**src/rtl/pf_ddr4_odt_dly_ctrl_if.sv**
```systemverilog
// rtl/pf_ddr4_odt_dly_ctrl_if.sv - request/status bus between training logic and the ODT delay sequencer
interface pf_ddr4_odt_dly_ctrl_if #(
   parameter int TAP_W = 8
);
   logic             req_valid;
   logic             req_ready;
   logic [TAP_W-1:0] req_tap;
   logic             req_load;
   logic             busy;
   logic             done;
   logic             err;
   logic [TAP_W-1:0] cur_tap;

   modport master (
      output req_valid, req_tap, req_load,
      input  req_ready, busy, done, err, cur_tap
   );

   modport slave (
      input  req_valid, req_tap, req_load,
      output req_ready, busy, done, err, cur_tap
   );
endinterface

```
**src/rtl/pf_ddr4_odt_dly_ctrl.sv**
```systemverilog
// rtl/pf_ddr4_odt_dly_ctrl.sv - ODT lane IOD delay-line sequencer; optional ODT gating under `PF_DDR4_ODT_GATE_EN
module pf_ddr4_odt_dly_ctrl #(
   parameter int TAP_W    = 8,
   parameter int MAX_TAP  = 127,
   parameter int LOAD_TAP = 1,
   parameter int MOVE_GAP = 4,
   parameter int SETTLE   = 8
) (
   input  logic                         i_fab_clk,
   input  logic                         i_sync_rst,
   pf_ddr4_odt_dly_ctrl_if.slave        s_req,
   input  logic                         i_odt_en_in,
   output logic                         o_odt_en_0,
   output logic                         o_delay_line_move_0,
   output logic                         o_delay_line_direction_0,
   output logic                         o_delay_line_load_0,
   input  logic                         i_delay_line_out_of_range_0
);
   localparam int CNT_MAX = (MOVE_GAP > SETTLE) ? MOVE_GAP : SETTLE;
   localparam int CNT_W   = $clog2(CNT_MAX + 1);
   localparam logic [TAP_W-1:0] L_MAX_TAP  = TAP_W'(MAX_TAP);
   localparam logic [TAP_W-1:0] L_LOAD_TAP = TAP_W'(LOAD_TAP);
   localparam logic [CNT_W-1:0] L_GAP_LAST = CNT_W'(MOVE_GAP - 1);
   localparam logic [CNT_W-1:0] L_SET_LAST = CNT_W'(SETTLE - 1);

   typedef enum logic [2:0] {
      S_IDLE, S_CHECK, S_LOAD, S_PREP, S_MOVE, S_GAP, S_SETTLE, S_FIN
   } state_t;

   state_t           r_state;
   logic             r_ready;
   logic             r_busy;
   logic             r_done;
   logic             r_err;
   logic [TAP_W-1:0] r_cur;
   logic [TAP_W-1:0] r_tgt;
   logic             r_ld;
   logic             r_loaded;
   logic             r_move;
   logic             r_load;
   logic             r_dir;
   logic [CNT_W-1:0] r_cnt;
   logic             r_odt_in;

   logic [TAP_W-1:0] w_cur_step;
   logic [TAP_W-1:0] w_gap_cur;
   logic             w_gap_first;
   logic             w_at_limit;

   // Next tap after a MOVE, and the tap value seen at the end of the current GAP cycle
   assign w_cur_step  = r_dir ? (r_cur + TAP_W'(1)) : (r_cur - TAP_W'(1));
   assign w_gap_first = (r_cnt == L_GAP_LAST);
   assign w_gap_cur   = w_gap_first ? w_cur_step : r_cur;
   assign w_at_limit  = r_dir ? (r_cur >= L_MAX_TAP) : (r_cur == '0);

   assign s_req.req_ready = r_ready;
   assign s_req.busy      = r_busy;
   assign s_req.done      = r_done;
   assign s_req.err       = r_err;
   assign s_req.cur_tap   = r_cur;

   assign o_delay_line_move_0      = r_move;
   assign o_delay_line_load_0      = r_load;
   assign o_delay_line_direction_0 = r_dir;

   // Sequencer: accept, range-check, optional LOAD, paced MOVEs, settle, done pulse
   always_ff @(posedge i_fab_clk) begin
      if (i_sync_rst) begin
         r_state  <= S_IDLE;
         r_ready  <= 1'b1;
         r_busy   <= 1'b0;
         r_done   <= 1'b0;
         r_err    <= 1'b0;
         r_cur    <= L_LOAD_TAP;
         r_tgt    <= '0;
         r_ld     <= 1'b0;
         r_loaded <= 1'b0;
         r_move   <= 1'b0;
         r_load   <= 1'b0;
         r_dir    <= 1'b0;
         r_cnt    <= '0;
      end else begin
         r_move <= 1'b0;
         r_load <= 1'b0;
         r_done <= 1'b0;
         case (r_state)
            S_IDLE: begin
               if (s_req.req_valid && r_ready) begin
                  r_tgt    <= s_req.req_tap;
                  r_ld     <= s_req.req_load;
                  r_loaded <= 1'b0;
                  r_err    <= 1'b0;
                  r_ready  <= 1'b0;
                  r_busy   <= 1'b1;
                  r_state  <= S_CHECK;
               end
            end
            S_CHECK: begin
               // Without a LOAD the first MOVE leaves straight from here; an in-place target still visits PREP
               if (r_tgt > L_MAX_TAP) begin
                  r_err   <= 1'b1;
                  r_done  <= 1'b1;
                  r_state <= S_FIN;
               end else if (r_ld) begin
                  r_load  <= 1'b1;
                  r_state <= S_LOAD;
               end else if (r_tgt != r_cur) begin
                  r_dir   <= (r_tgt > r_cur);
                  r_move  <= 1'b1;
                  r_state <= S_MOVE;
               end else begin
                  r_state <= S_PREP;
               end
            end
            S_LOAD: begin
               r_cur    <= L_LOAD_TAP;
               r_loaded <= 1'b1;
               r_state  <= S_PREP;
            end
            S_PREP: begin
               if (r_tgt == r_cur) begin
                  if (r_loaded) begin
                     r_cnt   <= L_SET_LAST;
                     r_state <= S_SETTLE;
                  end else begin
                     r_done  <= 1'b1;
                     r_state <= S_FIN;
                  end
               end else begin
                  r_dir   <= (r_tgt > r_cur);
                  r_move  <= 1'b1;
                  r_state <= S_MOVE;
               end
            end
            S_MOVE: begin
               r_cnt   <= L_GAP_LAST;
               r_state <= S_GAP;
            end
            S_GAP: begin
               if (w_gap_first && (i_delay_line_out_of_range_0 || w_at_limit)) begin
                  r_err   <= 1'b1;
                  r_cnt   <= L_SET_LAST;
                  r_state <= S_SETTLE;
               end else begin
                  if (w_gap_first) begin
                     r_cur <= w_cur_step;
                  end
                  if (r_cnt == '0) begin
                     if (w_gap_cur != r_tgt) begin
                        r_move  <= 1'b1;
                        r_state <= S_MOVE;
                     end else begin
                        r_cnt   <= L_SET_LAST;
                        r_state <= S_SETTLE;
                     end
                  end else begin
                     r_cnt <= r_cnt - 1'b1;
                  end
               end
            end
            S_SETTLE: begin
               if (r_cnt == '0) begin
                  r_done  <= 1'b1;
                  r_state <= S_FIN;
               end else begin
                  r_cnt <= r_cnt - 1'b1;
               end
            end
            S_FIN: begin
               r_ready <= 1'b1;
               r_busy  <= 1'b0;
               r_state <= S_IDLE;
            end
            default: begin
               r_state <= S_IDLE;
            end
         endcase
      end
   end

   // One-cycle retiming of the PHY ODT enable toward the IOD
   always_ff @(posedge i_fab_clk) begin
      if (i_sync_rst) begin
         r_odt_in <= 1'b0;
      end else begin
         r_odt_in <= i_odt_en_in;
      end
   end

`ifdef PF_DDR4_ODT_GATE_EN
   logic w_gate;
   // ODT held off from the LOAD/first MOVE cycle through the last SETTLE cycle
   assign w_gate = (r_state == S_LOAD) || (r_state == S_MOVE) || (r_state == S_GAP) ||
                   (r_state == S_SETTLE) || ((r_state == S_PREP) && r_loaded);
   assign o_odt_en_0 = r_odt_in & ~w_gate;
`else
   assign o_odt_en_0 = r_odt_in;
`endif
endmodule

```
**src/flat_wrapper.sv**
```systemverilog
// flat-port wrapper written by rule: the top's interface ports become plain ports
module pf_ddr4_odt_dly_ctrl_flat 
#(
   parameter int TAP_W    = 8,
   parameter int MAX_TAP  = 127,
   parameter int LOAD_TAP = 1,
   parameter int MOVE_GAP = 4,
   parameter int SETTLE   = 8
)
  (i_fab_clk, i_sync_rst, i_odt_en_in, o_odt_en_0, o_delay_line_move_0, o_delay_line_direction_0, o_delay_line_load_0, i_delay_line_out_of_range_0, s_req_req_valid, s_req_req_tap, s_req_req_load, s_req_req_ready, s_req_busy, s_req_done, s_req_err, s_req_cur_tap);
  pf_ddr4_odt_dly_ctrl_if #(.TAP_W(TAP_W)) s_req_i ();
  input  logic i_fab_clk;
  input  logic i_sync_rst;
  input  logic i_odt_en_in;
  output logic o_odt_en_0;
  output logic o_delay_line_move_0;
  output logic o_delay_line_direction_0;
  output logic o_delay_line_load_0;
  input  logic i_delay_line_out_of_range_0;
  input wire logic [$bits(s_req_i.req_valid)-1:0] s_req_req_valid;
  input wire logic [$bits(s_req_i.req_tap)-1:0] s_req_req_tap;
  input wire logic [$bits(s_req_i.req_load)-1:0] s_req_req_load;
  output wire logic [$bits(s_req_i.req_ready)-1:0] s_req_req_ready;
  output wire logic [$bits(s_req_i.busy)-1:0] s_req_busy;
  output wire logic [$bits(s_req_i.done)-1:0] s_req_done;
  output wire logic [$bits(s_req_i.err)-1:0] s_req_err;
  output wire logic [$bits(s_req_i.cur_tap)-1:0] s_req_cur_tap;
  assign s_req_i.req_valid = s_req_req_valid;
  assign s_req_i.req_tap = s_req_req_tap;
  assign s_req_i.req_load = s_req_req_load;
  assign s_req_req_ready = s_req_i.req_ready;
  assign s_req_busy = s_req_i.busy;
  assign s_req_done = s_req_i.done;
  assign s_req_err = s_req_i.err;
  assign s_req_cur_tap = s_req_i.cur_tap;
  pf_ddr4_odt_dly_ctrl #(.TAP_W(TAP_W), .MAX_TAP(MAX_TAP), .LOAD_TAP(LOAD_TAP), .MOVE_GAP(MOVE_GAP), .SETTLE(SETTLE)) u_core (.i_fab_clk(i_fab_clk), .i_sync_rst(i_sync_rst), .s_req(s_req_i), .i_odt_en_in(i_odt_en_in), .o_odt_en_0(o_odt_en_0), .o_delay_line_move_0(o_delay_line_move_0), .o_delay_line_direction_0(o_delay_line_direction_0), .o_delay_line_load_0(o_delay_line_load_0), .i_delay_line_out_of_range_0(i_delay_line_out_of_range_0));
endmodule
```
**config.mk**
```make
export PLATFORM = sky130hd
export DESIGN_NAME = pf_ddr4_odt_dly_ctrl_flat
export DESIGN_NICKNAME = d
export VERILOG_FILES = /design/src/rtl/pf_ddr4_odt_dly_ctrl_if.sv /design/src/rtl/pf_ddr4_odt_dly_ctrl.sv /design/src/flat_wrapper.sv
export SDC_FILE = /design/constraint.sdc
export NUM_CORES = 1
export LEC_CHECK = 0
export ABC_CLOCK_PERIOD_IN_PS = 4600
export CAP_MARGIN = 20
export CORE_AREA = 4 4 94 96
export CTS_BUF_LIST = sky130_fd_sc_hd__clkbuf_8
export CTS_CLUSTER_DIAMETER = 50
export DETAILED_ROUTE_END_ITERATION = 8
export DIE_AREA = 0 0 98 100
export GPL_TIMING_DRIVEN = 0
export MAX_ROUTING_LAYER = met4
export PLACE_DENSITY = 0.53
export SLEW_MARGIN = 20
export SYNTH_ARGS = -nofsm -noshare
export SYNTH_HDL_FRONTEND = slang
export SYNTH_SLANG_ARGS = --single-unit
```
**constraint.sdc**
```tcl
create_clock -name i_fab_clk -period 4.6 [get_ports i_fab_clk]
set_input_delay 1.15 -clock i_fab_clk [delete_from_list [all_inputs] [get_ports i_fab_clk]]
set_output_delay 1.15 -clock i_fab_clk [all_outputs]
set_load 0.05 [all_outputs]
```
==> results by group, run 1 <==
Status
  • Outcome: finished, final reports clean

Synthesis
  • Yosys warnings: 0
  • Syn_nets: 324
  • Post-synth cell types: 55
  • Synth Area per Inst: 8.047 um^2
  • EDFF count, synth: 0
  • Asr flop ratio synth: 0
  • Syn Std Cell Area: 0.002350 mm^2
  • Yosys reg bits: 33
  • Post-Synthesis Cells: 292
  • Part of the Yosys area used for sequential elements: 0.2812
  • Top_reg_cell synth: dfxtp_1

Clock network
  • Worst skew pair latency: 0.29 ns
  • CTS sink cnt: 33
  • # hold bufs at CTS: 0
  • H-tree depth: 2
  • Postcts setup bufs: 0
  • Root buffer cell: clkbuf_8
  • Inserted Clock Buffers: 5
  • CTS tree: built
  • Maximum root-to-sink buffer count: 2
  • Post-CTS sizing: 0
  • Clock slew at reported path FFs: 0.08 ns

Drt
  • Vias: 2232
  • DR vias/cell: 5.155
  • Initial DRC count: 125
  • TritonRoute pass-1 iters: 4
  • Residual DRC count: 0
  • Wirelength, routed: 6452 um
  • DR WL/cell: 14.90 um
  • Remaining antenna violation count: 0

Worst setup path
  • Critical Path RT: 4.77 ns
  • Startpoint type of the worst setup path: register
  • CP endpoint kind: register
  • Crit Path Class: register to register
  • Critical path peak fanout: 14
  • WP data arrival: 3.60 ns

Timing
  • Unrepaired setup endpoints after global routing: false
  • Worst hold margin: 0.5101 ns
  • FMAX: 0.2918 GHz
  • Crit path time final: 3.427 ns
  • Setup Skew: 0.005986 ns
  • Period utilisation layout: 0.7449
  • Relative slew slack: 0.3346
  • Worst slew pin tran: 0.9945 ns
  • Final Setup Violations: 0
  • Final hold violation count: 0
  • Max-slew violation count: 0
  • Post-route setup TNS: 0 ns
  • Final WS setup: 1.173 ns

Layout
  • Antenna fix cells: 0
  • Commonest cells after routing, fill and taps aside: nor2_1 (40), dfxtp_1 (33), clkdlybuf4s50_1 (29)
  • Area Growth Syn to Fin: 21.78%
  • Leading cell type in the layout, fill and taps excluded: nor2_1
  • Final core utilization: 0.3554
  • Share of layout cells above drive strength 1: 0.07012
  • Final nets: 360

Power and ir drop
  • P_int: 0.7145 mW
  • Max VDD drop: 0.1420 mV
  • Clock Power Share: 0.185
  • Leak: 1.001 nW
  • Sequential share of power: 0.296
  • Power Dens Cells: 443.0 mW/mm^2
  • Sw Ratio: 0.4364
  • Sw power: 0.5532 mW
  • Combinational Power Share: 0.518
  • Final Power: 1.268 mW

GRT
  • Grt ovf: 0
  • Vias in the first global route: 2102
  • Largest net degree at the start of global routing: 15
  • All-Layer GR Usage: 0.1366
  • First-pass GRT wire length: 10580 um
  • Initial antenna violation count: 0

Hold path
  • Hold/Removal Path Class: register to register

Place
  • Count of port buffers added during placement: 29
  • GPL Wtd Cong: 0.8534
  • Detailed Place HPWL: 4863 um
  • Placement Setup Slack: 1.061 ns

Floorplanning
  • Chip width: 98 um
  • Die area: 0.009800 mm^2
  • Ports: 30
  • Starting Density: 0.2918
  • Cell Rows: 33
  • Core area: 0.008051 mm^2
  • Die Span Y: 100 um

Run
  • Max Cap Viol: 0
## cells in the mapped netlist, types with 9 or more instances
library cell  number  area share
a21oi_1           26       0.055
dfxtp_1           33        0.28
ha_1              17       0.091
inv_1             16       0.026
mux2i_1            9       0.038
nand2_1           17       0.027
nor2_1            40       0.064
nor3_1            11       0.023
o21ai_0           12       0.026
## metal layers
metal,global-route usage,share of wire
met2,0.2115,0.45
met3,0.01737,0.050
met1,0.1880,0.49
met5,-,0
met4,0.03834,0.0079
## through the flow
step	cells	instance area, um^2
floorplan	292	2350
global placement	426	2771
detailed placement	426	2771
CTS	433	2861
global route	433	2861
finish	433	2861
## worst paths after layout
kind                                   start                    endpoint  slack (ns)  depth (start not counted)
max          u_core.o_delay_line_direction_0  u_core.o_delay_line_move_0        1.17                         10
min                         u_core.s_req.err            u_core.s_req.err        0.51                          2
max reg2reg  u_core.o_delay_line_direction_0  u_core.o_delay_line_move_0        1.17                         10
min reg2reg                 u_core.s_req.err            u_core.s_req.err        0.51                          2
## worst max-delay path, stage by stage (launching register included)
cell	delay, ns
dfxtp_1	0.43
clkinv_1	0.39
ha_1	0.55
o211ai_1	0.16
o21a_1	0.23
o41ai_1	0.38
o211ai_2	0.17
xnor2_2	0.18
o41ai_4	0.47
o21ai_0	0.14
and3b_1	0.20
## cell families (layout without fill, tap and decap cells)
family,after synthesis,in the layout,share of synthesized area
compound gates,86,86,0.2561
xor+xnor,13,13,0.05751
fa+ha+maj,18,18,0.09904
buf+inv,27,63,0.04739
flops,33,33,0.2811
mux,9,9,0.03834
simple gates,106,106,0.2204
## registers in the layout, summed over array words and instances (netlist names)
register	count
u_core.s_req.done	1
u_core.o_delay_line_load_0	1
u_core.s_req.cur_tap	8
u_core.s_req.busy	1
u_core.r_cnt	4
u_core.o_delay_line_move_0	1
u_core.r_loaded	1
u_core.s_req.err	1
u_core.s_req.req_ready	1
u_core.r_tgt	8
u_core.r_state	3
u_core.o_delay_line_direction_0	1
u_core.o_odt_en_0	1
u_core.r_ld	1
## power by group through the flow
stage / logic, mW / clock network, mW / registers [mW]
floorplan: 0.468 / 0 / 0.410
global placement: 0.643 / 0 / 0.383
detailed placement: 0.651 / 0 / 0.382
CTS: 0.656 / 0.242 / 0.375
global route: 0.736 / 0.254 / 0.383
finish: 0.657 / 0.235 / 0.376
## area by class of cell
cell class	instances	area [um^2]
buffer	10	47.55
clock buffer	6	82.58
clock inverter	1	7.507
fill	856	5190
inverter	17	63.81
multi-input combinational	232	1578
sequential	33	660.6
tap	105	131.4
timing repair buffer	29	290.3
Note: power is estimated with default switching activity, not from simulation.
==> run 2, diff against run 1 <==
--- a/config.mk
+++ b/config.mk
@@ -5,7 +5,7 @@
 export SDC_FILE = /design/constraint.sdc
 export NUM_CORES = 1
 export LEC_CHECK = 0
-export ABC_CLOCK_PERIOD_IN_PS = 4600
+export ABC_CLOCK_PERIOD_IN_PS = 3250
 export CAP_MARGIN = 20
 export CORE_AREA = 4 4 94 96
 export CTS_BUF_LIST = sky130_fd_sc_hd__clkbuf_8
==> constraint.sdc (replaced) <==
create_clock -name i_fab_clk -period 3.25 [get_ports i_fab_clk]
set_input_delay 0.8125 -clock i_fab_clk [delete_from_list [all_inputs] [get_ports i_fab_clk]]
set_output_delay 0.8125 -clock i_fab_clk [all_outputs]
set_load 0.05 [all_outputs]
==> run 2 against run 1 <==
Net effect:
- register-to-register slack got worse by 1.0 ns
- sequential power is 43% higher
- power rose by 48%
- critical path depth stayed put
- cell count up 0.23%
- clock skew up 0.0013 ns
- wire length is 0.45% lower
- die area did not move
- global-route usage about the same
- critical endpoint unchanged
- largest cell class unchanged
- highest routed layer unchanged
==> results by group, run 2 (synthesis gave the netlist of run 1 again) <==
Worst setup path
  • Crit Path Class: register to register
  • WP data arrival: 3.27 ns (-0.33 ns)
  • Startpoint type of the worst setup path: register
  • CP max stage cell: o41ai_4
  • CP endpoint kind: register
  • Critical Path RT: 3.42 ns (-1.35 ns)
  • CP max stage delay: 0.49 ns (-0.06 ns)
  • Critical path peak fanout: 14 (unchanged)
  • Worst path cell trace: inv_4 -> ha_1 -> o211ai_1 -> o21a_1 -> o41ai_1 -> o211ai_2 -> xnor2_2 -> o41ai_4 -> o21ai_0 -> and3b_1

Drt
  • DR vias/cell: 5.136 (-0.36%)
  • Initial DRC count: 101 (-19%)
  • Residual DRC count: 0 (unchanged)
  • Remaining antenna violation count: 0 (unchanged)
  • TritonRoute pass-1 iters: 5 (+1)
  • Wirelength, routed: 6423 um (-0.45%)
  • DR WL/cell: 14.80 um (-0.68%)
  • Vias: 2229 (-0.13%)

Clock network
  • # hold bufs at CTS: 0 (unchanged)
  • CTS tree: built
  • Clock slew at reported path FFs: 0.08 ns (about the same)
  • CTS sink cnt: 33 (unchanged)
  • Postcts setup bufs: 0 (unchanged)
  • H-tree depth: 2 (unchanged)
  • Maximum root-to-sink buffer count: 2 (unchanged)
  • Worst skew pair latency: 0.29 ns (about the same)
  • Post-CTS sizing: 0 (unchanged)
  • Root buffer cell: clkbuf_8
  • Inserted Clock Buffers: 5 (unchanged)

Timing
  • Final hold violation count: 0 (unchanged)
  • Worst slew pin tran: 1.005 ns (+0.01014 ns)
  • Setup Skew: 0.007289 ns (+0.001303 ns)
  • Post-route setup TNS: 0 ns (unchanged)
  • FMAX: 0.3231 GHz (+11%)
  • Unrepaired setup endpoints after global routing: false
  • Period utilisation layout: 0.9524 (+0.2075)
  • Relative slew slack: 0.3278 (-0.006784)
  • Max-slew violation count: 0 (unchanged)
  • Final Setup Violations: 0 (unchanged)
  • Crit path time final: 3.095 ns (-0.3313 ns)

Place
  • GPL Wtd Cong: 0.8504 (-0.35%)
  • Placed Cells: 426 (unchanged)
  • Count of port buffers added during placement: 29 (unchanged)
  • Detailed Place HPWL: 4785 um (-1.6%)
  • Placed Area: 0.002773 mm^2 (about the same)

Floorplanning
  • Chip width: 98 um (unchanged)
  • Cell Rows: 33 (unchanged)
  • Core area: 0.008051 mm^2 (unchanged)
  • Die area: 0.009800 mm^2 (unchanged)
  • Starting Density: 0.2918 (unchanged)
  • Die Span Y: 100 um (unchanged)
  • Ports: 30 (unchanged)

Layout
  • Commonest cells after routing, fill and taps aside: nor2_1 (40), dfxtp_1 (33), clkdlybuf4s50_1 (29)
  • Area Growth Syn to Fin: 23.22%
  • Final non-filler cell total: 434 (+0.23%)
  • Share of layout cells above drive strength 1: 0.07599 (+0.005866)
  • Final nets: 360 (unchanged)
  • Leading cell type in the layout, fill and taps excluded: nor2_1
  • Fillers: 853 (-0.35%)
  • Finished Cell Area: 0.002895 mm^2 (+1.2%)
  • Antenna fix cells: 0 (unchanged)

Power and ir drop
  • Sw Ratio: 0.4186 (-0.01778)
  • Power Dens Cells: 648.0 mW/mm^2 (+46%)
  • Leak: 1.022 nW (+2.1%)
  • Combinational Power Share: 0.497 (-0.021)
  • P_int: 1.091 mW (+53%)
  • Max VDD drop: 0.2205 mV (+55%)
  • Sequential share of power: 0.285 (-0.011)
  • Sw power: 0.7853 mW (+42%)
  • Clock Power Share: 0.218 (+0.033)

Run
  • Max Cap Viol: 0 (unchanged)

GRT
  • Initial antenna violation count: 0 (unchanged)
  • Vias in the first global route: 2130 (+1.3%)
  • First-pass GRT wire length: 10650 um (+0.59%)
  • Grt ovf: 0 (unchanged)
  • Largest net degree at the start of global routing: 15 (unchanged)
  • All-Layer GR Usage: 0.1368 (+0.0002188)

Status
  • Outcome: finished, final reports clean

Hold path
  • Hold/Removal Path Class: register to register
-- run 2: path summary, 6_finish.rpt --
path | startpoint | endpoint | slack, ns | depth (start not counted)
worst min-delay path | u_core.s_req.err | u_core.s_req.err | 0.51 | 2
worst max register to register | u_core.o_delay_line_direction_0 | u_core.o_delay_line_move_0 | 0.15 | 10
worst max-delay path | u_core.o_delay_line_direction_0 | u_core.o_delay_line_move_0 | 0.15 | 10
worst min register to register | u_core.s_req.err | u_core.s_req.err | 0.51 | 2
-- run 2: layout make-up --
class,count,area (um^2),area share
Multi-Input combinational cell,232,1583,0.5467
Clock inverter,2,33.78,0.01167
Clock buffer,6,82.58,0.02852
Inverter,17,66.31,0.02290
Tap cell,105,131.4,0.04538
Timing Repair Buffer,29,290.3,0.1003
Sequential cell,33,660.6,0.2282
Buffer,10,47.55,0.01642
-- run 2: layer usage --
metal  share of wire  track usage  vias to the layer above  wire, um
met5               0            -                        -         0
li1                -            -                     1140         -
met2            0.44       0.2115                       58      2857
met1            0.50       0.1873                     1023      3226
met3           0.038      0.01529                        8       243
met4           0.015      0.04473                        0        96
-- run 2: through the flow --
stage                     utilization  hold WS [ns]  power, mW  setup slack, ns
after global routing           0.3596        0.5681      2.020        0.0008564
after CTS                      0.3588        0.5141      1.882          0.02638
after detailed placement       0.3444        0.4968      1.460          0.04003
after floorplan                     -        0.4718      1.244          0.04928
final                          0.3596        0.5092      1.876           0.1546
after global placement         0.3444        0.4933      1.453          0.07213
-- run 2: critical path, delay by kind of cell (launching register included) --
kind	cells	cell delay [ns]
buffers and inverters	1	0.13
DFF	1	0.48
xor gates and xnor gates	1	0.18
and+or+nand+nor	1	0.20
AOI/OAI and AO/OA	6	1.57
adders and majority gates	1	0.41
-- run 2: power by group through the flow --
stage | clock network (mW) | logic (mW) | registers (mW)
final | 0.409 | 0.932 | 0.536
after global routing | 0.436 | 1.04 | 0.546
after CTS | 0.424 | 0.924 | 0.534
after detailed placement | 0 | 0.917 | 0.543
after global placement | 0 | 0.911 | 0.543
after floorplan | 0 | 0.663 | 0.581
